## src/rtl/uart_tx_if.sv

```systemverilog
// Handshake and per-frame configuration bundle between the TX FIFO read side and uart_tx_engine.
interface uart_tx_if #(
   parameter int unsigned DATA_BITS = 8,
   parameter int unsigned DIV_W     = 16
);
   logic [DATA_BITS-1:0] tx_data;
   logic                 tx_valid;
   logic                 tx_ready;
   logic [DIV_W-1:0]     baud_div;
   logic                 parity_en;
   logic                 parity_odd;
   logic                 stop2;

   modport master (
      output tx_data, tx_valid, baud_div, parity_en, parity_odd, stop2,
      input  tx_ready
   );

   modport slave (
      input  tx_data, tx_valid, baud_div, parity_en, parity_odd, stop2,
      output tx_ready
   );
endinterface

```

## src/rtl/uart_tx_engine.sv

```systemverilog
// Parametrised UART transmitter: start + DATA_BITS (LSB first) + optional parity + 1/2 stop bits,
// runtime baud divisor; all frame configuration is captured on accept.
module uart_tx_engine #(
   parameter int unsigned DATA_BITS  = 8,
   parameter int unsigned DIV_W      = 16,
   parameter bit          IDLE_LEVEL = 1'b1
) (
   input  logic     clk,
   input  logic     rst,
   uart_tx_if.slave bus,
   output logic     tx,
   output logic     busy,
   output logic     tx_done
);

   localparam int unsigned      CNT_W    = $clog2(DATA_BITS + 1);
   localparam logic [CNT_W-1:0] LAST_BIT = CNT_W'(DATA_BITS - 1);
   localparam logic [CNT_W-1:0] CNT_ONE  = CNT_W'(1);
   localparam logic [DIV_W-1:0] DIV_ONE  = DIV_W'(1);

   if (DATA_BITS < 5 || DATA_BITS > 9) begin : g_bad_data_bits
      $error("uart_tx_engine: DATA_BITS must be in 5..9");
   end

   typedef enum logic [2:0] {
      S_IDLE   = 3'd0,
      S_START  = 3'd1,
      S_DATA   = 3'd2,
      S_PARITY = 3'd3,
      S_STOP   = 3'd4
   } state_t;

   state_t               state_q, state_d;
   logic [DIV_W-1:0]     timer_q, timer_d;
   logic [CNT_W-1:0]     bit_cnt_q, bit_cnt_d;
   logic [DATA_BITS-1:0] shreg_q, shreg_d;
   logic [DIV_W-1:0]     div_q;
   logic                 par_en_q;
   logic                 parity_q;
   logic                 stop2_q;
   logic                 ready_q;
   logic                 tx_d, ready_d, busy_d, done_d;
   logic                 accept;
   logic                 bit_end;

   assign bus.tx_ready = ready_q;
   assign accept       = bus.tx_valid && ready_q;
   assign bit_end      = (timer_q == div_q - DIV_ONE);

   // State, datapath and registered outputs; reset drops the line to idle immediately.
   always_ff @(posedge clk or posedge rst) begin
      if (rst) begin
         state_q   <= S_IDLE;
         timer_q   <= '0;
         bit_cnt_q <= '0;
         shreg_q   <= '0;
         div_q     <= DIV_ONE;
         par_en_q  <= 1'b0;
         parity_q  <= 1'b0;
         stop2_q   <= 1'b0;
         ready_q   <= 1'b1;
         tx        <= IDLE_LEVEL;
         busy      <= 1'b0;
         tx_done   <= 1'b0;
      end else begin
         state_q   <= state_d;
         timer_q   <= timer_d;
         bit_cnt_q <= bit_cnt_d;
         shreg_q   <= shreg_d;
         ready_q   <= ready_d;
         tx        <= tx_d;
         busy      <= busy_d;
         tx_done   <= done_d;
         if (accept) begin
            div_q    <= (bus.baud_div == '0) ? DIV_ONE : bus.baud_div;
            par_en_q <= bus.parity_en;
            parity_q <= (^bus.tx_data) ^ bus.parity_odd;
            stop2_q  <= bus.stop2;
         end
      end
   end

   // Next-state: timer runs 0..div-1 per bit, bit counter reused for the second stop bit.
   always_comb begin
      state_d   = state_q;
      timer_d   = timer_q;
      bit_cnt_d = bit_cnt_q;
      shreg_d   = shreg_q;
      unique case (state_q)
         S_IDLE: begin
            if (accept) begin
               state_d   = S_START;
               timer_d   = '0;
               bit_cnt_d = '0;
               shreg_d   = bus.tx_data;
            end
         end
         S_START: begin
            timer_d = bit_end ? '0 : timer_q + DIV_ONE;
            if (bit_end) state_d = S_DATA;
         end
         S_DATA: begin
            timer_d = bit_end ? '0 : timer_q + DIV_ONE;
            if (bit_end) begin
               if (bit_cnt_q == LAST_BIT) begin
                  bit_cnt_d = '0;
                  state_d   = par_en_q ? S_PARITY : S_STOP;
               end else begin
                  bit_cnt_d = bit_cnt_q + CNT_ONE;
                  shreg_d   = shreg_q >> 1;
               end
            end
         end
         S_PARITY: begin
            timer_d = bit_end ? '0 : timer_q + DIV_ONE;
            if (bit_end) state_d = S_STOP;
         end
         S_STOP: begin
            timer_d = bit_end ? '0 : timer_q + DIV_ONE;
            if (bit_end) begin
               if (stop2_q && bit_cnt_q == '0) begin
                  bit_cnt_d = CNT_ONE;
               end else begin
                  bit_cnt_d = '0;
                  state_d   = S_IDLE;
               end
            end
         end
         default: state_d = S_IDLE;
      endcase
   end

   // Output decode from the upcoming state so every output is a flop.
   always_comb begin
      tx_d    = IDLE_LEVEL;
      ready_d = (state_d == S_IDLE);
      busy_d  = (state_d != S_IDLE);
      done_d  = (state_q == S_STOP) && (state_d == S_IDLE);
      unique case (state_d)
         S_START:  tx_d = ~IDLE_LEVEL;
         S_DATA:   tx_d = shreg_d[0];
         S_PARITY: tx_d = parity_q;
         default:  tx_d = IDLE_LEVEL;
      endcase
   end

endmodule

```

## src/flat_wrapper.sv

```systemverilog
// flat-port wrapper written by rule: the top's interface ports become plain ports
module uart_tx_engine_flat 
#(
   parameter int unsigned DATA_BITS  = 8,
   parameter int unsigned DIV_W      = 16,
   parameter bit          IDLE_LEVEL = 1'b1
)
  (clk, rst, tx, busy, tx_done, bus_tx_data, bus_tx_valid, bus_baud_div, bus_parity_en, bus_parity_odd, bus_stop2, bus_tx_ready);
  uart_tx_if #(.DATA_BITS(DATA_BITS), .DIV_W(DIV_W)) bus_i ();
  input  logic clk;
  input  logic rst;
  output logic tx;
  output logic busy;
  output logic tx_done;
  input wire logic [$bits(bus_i.tx_data)-1:0] bus_tx_data;
  input wire logic [$bits(bus_i.tx_valid)-1:0] bus_tx_valid;
  input wire logic [$bits(bus_i.baud_div)-1:0] bus_baud_div;
  input wire logic [$bits(bus_i.parity_en)-1:0] bus_parity_en;
  input wire logic [$bits(bus_i.parity_odd)-1:0] bus_parity_odd;
  input wire logic [$bits(bus_i.stop2)-1:0] bus_stop2;
  output wire logic [$bits(bus_i.tx_ready)-1:0] bus_tx_ready;
  assign bus_i.tx_data = bus_tx_data;
  assign bus_i.tx_valid = bus_tx_valid;
  assign bus_i.baud_div = bus_baud_div;
  assign bus_i.parity_en = bus_parity_en;
  assign bus_i.parity_odd = bus_parity_odd;
  assign bus_i.stop2 = bus_stop2;
  assign bus_tx_ready = bus_i.tx_ready;
  uart_tx_engine #(.DATA_BITS(DATA_BITS), .DIV_W(DIV_W), .IDLE_LEVEL(IDLE_LEVEL)) u_core (.clk(clk), .rst(rst), .bus(bus_i), .tx(tx), .busy(busy), .tx_done(tx_done));
endmodule
```

## config.mk

```make
export PLATFORM = sky130hd
export DESIGN_NAME = uart_tx_engine_flat
export DESIGN_NICKNAME = d
export VERILOG_FILES = /design/src/rtl/uart_tx_if.sv /design/src/rtl/uart_tx_engine.sv /design/src/flat_wrapper.sv
export SDC_FILE = /design/constraint.sdc
export NUM_CORES = 1
export LEC_CHECK = 0
export CAP_MARGIN = 10
export CORE_MARGIN = 2
export CORE_UTILIZATION = 52
export CTS_CLUSTER_DIAMETER = 100
export DETAILED_ROUTE_END_ITERATION = 6
export PLACE_DENSITY = 0.76
export SYNTH_ARGS = -nofsm -noshare
export SYNTH_HDL_FRONTEND = slang
export SYNTH_SLANG_ARGS = --single-unit
```

## constraint.sdc

```tcl
create_clock -name clk -period 2.95 [get_ports clk]
set_input_delay 0.59 -clock clk [delete_from_list [all_inputs] [get_ports clk]]
set_output_delay 0.59 -clock clk [all_outputs]
set_load 0.01 [all_outputs]
```

==> flow_metrics.py <==
metrics = {
    "global_routing": {
        "grt_max_degree": 21,
        "grt_pass1_vias": 2801,
        "grt_pass1_wl_um": 13000,
        "track_usage": 0.2289,
        "antenna_found_initial": 0,
        "grt_remaining_overflow": 0,
    },
    "placement": {
        "gp_congestion": 0.8805,
        "port_buffers": 33,
        "pre_cts_ws_ns": -0.03382,
        "placed_area_um2": 3886,
        "dp_hpwl_um": 5881,
    },
    "drt": {
        "wl_per_cell_um": 16.38,
        "drt-initial-drc-count": 147,
        "antenna_left": 0,
        "via_count": 2744,
        "wl_um": 7697,
        "routed_via_density": 5.838,
        "first_pass_iters": 4,
        "drc": 0,
    },
    "sta": {
        "slew_violations": 0,
        "finalHoldViolCount": 0,
        "tightestPinTransition_ns": 0.6137,
        "setup_viol": 0,
        "maxSlewHeadroom": 0.5877,
        "fmax_ghz": 0.3458,
        "setup_ws_ns": 0.05843,
        "period_minus_slack_ns": 2.892,
        "rsz0062_at_grt": "true",
        "finalCritPeriodShare": 0.9802,
        "fin_skew_ns": 0.007858,
        "whs_ns": 0.4952,
    },
    "setup_path": {
        "crit_type": "flop to flop",
        "startpoint": "u_core.div_q[0]",
        "path_depth": 10,
        "worst-r2r-cell-count": 10,
        "critPathMaxFanout": 5,
        "crit_path_end_kind": "flop",
        "worstPathArrival_ns": 3.09,
        "cp-start-kind": "flop",
        "required_ns": 3.15,
        "timing.critical_path.buf_inv": 1,
        "crit_path_max_incr_delay_ns": 0.54,
        "cp_slowest_cell": "dfstp_2",
        "rrSetupSlack_ns": 0.06,
        "crit_path_cell_trace": "inv_1 -> ha_4 -> xor2_1 -> o31a_2 -> nor4_4 -> nand4_4 -> o31a_1 -> a31o_1 -> and2_4 -> or3_1",
        "rr_startpoint": "u_core.div_q[0]",
        "crit_family": "simple AND/OR/NAND/NOR gates",
        "critPathCapture": "u_core.busy",
        "r2r_end": "u_core.busy",
    },
    "outcome": {
        "status": "finished, final reports clean",
    },
    "floorplanning": {
        "fp.dieH_um": 83.84,
        "io_pins": 34,
        "initial_core_util": 0.5311,
        "die_w_um": 83.84,
        "dieArea_um2": 7028,
        "coreArea_um2": 6241,
        "num_rows": 29,
    },
    "cells_and_area": {
        "diodes": 0,
        "drive_gt1_frac": 0.2392,
        "seqCellArea_um2": 1355,
        "layout.nets": 426,
        "multi_input_area_um2": 1928,
        "final_core_util": 0.6542,
        "syn_to_final_growth_pct": 23.18,
        "fin_area_um2": 4083,
        "nFillCells": 497,
    },
    "logic_synthesis": {
        "yosysTopAreaCell": "dfrtp_1",
        "yosysMostFrequentCell": "dfrtp_1",
        "synth-edff-count": 0,
        "syn_nets": 366,
        "yosys_warnings": 0,
        "synth_area_um2": 3314,
        "ys_seq_elements": 54,
        "synthTopCellsByCount": "51 x dfrtp_1, 34 x nor2_1, 19 x mux2_2, 19 x nand2_1, 19 x xor2_1",
        "synthArstFlopShare": 1.000,
        "synthCells": 332,
        "yosysTopAreaCellShare": 0.3851,
        "synth-seq-area-share": 0.4088,
        "postSynthAreaPerCell_um2": 9.983,
        "ys_types": 66,
        "synth-main-ff-cell": "dfrtp_1",
        "synth_area_leaders": "dfrtp_1 39%, mux2_2 6.5%, xor2_1 5.0%",
    },
    "power_and_ir_drop": {
        "irDropWorstVdd_mv": 0.2451,
        "p_clk_frac": 0.331,
        "swShare": 0.2214,
        "power.net_switching_mw": 0.2722,
        "leakagePower_nw": 1.842,
        "p_per_area_nw_per_um2": 301.2,
        "p_comb_frac": 0.068,
        "pwr-share-seq": 0.602,
        "power_mw": 1.230,
        "internal_power_mw": 0.9573,
    },
    "clock_tree": {
        "cts_max_level": 2,
        "cts_buffer_depth": 2,
        "numCtsBuffers": 5,
        "cts.sinks": 54,
        "clk_pin_slew_ns": 0.09,
        "hold_buffers": 0,
        "clk_latency_ns": 0.31,
        "tritoncts": "yes",
        "cts-root-buf": "clkbuf_8",
    },
    "flow_run": {
        "cap_violations": 0,
    },
    "worst_hold_path": {
        "hold_path.class": "flop to flop",
    },
}
==> cell families (layout without fill, tap and decap cells) <==
group                      Yosys count  in the layout  synth area share
adders and majority gates            4              4           0.01510
and+or+nand+nor                    126            126            0.2152
buffers and inverters               24             85           0.03662
muxes                               23             23           0.07663
AOI/OAI and AO/OA                   64             64            0.1499
DFF                                 54             54            0.4088
xor gates and xnor gates            37             37           0.09777
==> registers in the layout, summed over array words and instances, names as in the netlist <==
register	flops
u_core.state_q	3
u_core.bus.tx_ready	1
u_core.div_q	16
u_core.busy	1
u_core.timer_q	16
u_core.bit_cnt_q	4
u_core.tx	1
u_core.par_en_q	1
u_core.tx_done	1
u_core.shreg_q	8
u_core.parity_q	1
u_core.stop2_q	1
==> layout make-up <==
class / instances / share of cell area
clock buffer: 7 / 0.01869
timing repair buffer: 66 / 0.1416
clock inverter: 1 / 0.001839
tap: 77 / 0.02360
multi-input combinational: 254 / 0.4723
sequential: 54 / 0.3319
inverter: 11 / 0.01011
==> timing repair <==
action / in CTS / in global routing
setup buffers: 2 / 1
pin swaps: 5 / 8
setup endpoints to repair: 10 / 13
gates resized for setup: 5 / 11
==> layout by cell type (no fill, tap or decap), drive strengths merged, types with 3 or more instances in the layout <==
| cell type | netlist | final |
|---|---|---|
| mux2 | 19 | 19 |
| a22o | 11 | 11 |
| buf | 8 | 33 |
| dfstp | 3 | 3 |
| nor3 | 12 | 12 |
| a31oi | 3 | 3 |
| nor3b | 4 | 4 |
| nand3 | 17 | 17 |
| nor2 | 35 | 35 |
| o31ai | 3 | 3 |
| and3 | 8 | 8 |
| clkbuf | 5 | 7 |
| ha | 4 | 4 |
| nand4 | 5 | 5 |
| a21o | 11 | 11 |
| nand2 | 19 | 19 |
| xor2 | 19 | 19 |
| xnor2 | 18 | 18 |
| a22oi | 3 | 3 |
| mux2i | 4 | 4 |
| a21oi | 6 | 6 |
| nor4 | 8 | 8 |
| or4 | 3 | 3 |
| inv | 11 | 11 |
| clkdlybuf4s50 | 0 | 33 |
| o21ai | 11 | 11 |
| or3 | 3 | 3 |
| dfrtp | 51 | 51 |
==> metrics by stage <==
step / instances / setup TNS (ns)
floorplan: 332 / 0
global placement: 459 / 0
detailed placement: 459 / -0.03661
CTS: 469 / 0
global route: 470 / -0.05855
finish: 470 / 0
==> per-layer routing <==
metal  track usage  wire length [um]
met4       0.07771               177
met1        0.2957              3363
met3       0.03561               243
met5             0                 0
met2        0.3927              3912
==> worst min-delay path by stage <==
| stage | from | to | cells after the start |
|---|---|---|---|
| 2_1_floorplan | u_core.shreg_q[1] | u_core.shreg_q[1] | 1 |
| 3_3_place_gp | u_core.shreg_q[5] | u_core.shreg_q[5] | 1 |
| 3_5_place_dp | u_core.shreg_q[6] | u_core.shreg_q[6] | 1 |
| 4_1_cts | u_core.shreg_q[5] | u_core.shreg_q[5] | 1 |
| 5_1_grt | u_core.shreg_q[4] | u_core.shreg_q[4] | 1 |
| 6_report | u_core.shreg_q[3] | u_core.shreg_q[3] | 1 |
==> power groups by stage <==
| stage | Combinational (mW) | Clock [mW] | Sequential, mW |
|---|---|---|---|
| 2_1_floorplan | 0.0311 | 0 | 0.754 |
| 3_3_place_gp | 0.0833 | 0 | 0.754 |
| 3_5_place_dp | 0.0849 | 0 | 0.754 |
| 4_1_cts | 0.0850 | 0.424 | 0.740 |
| 5_1_grt | 0.0915 | 0.447 | 0.740 |
| 6_report | 0.0831 | 0.407 | 0.740 |
Note: power is estimated with default switching activity, not from simulation.
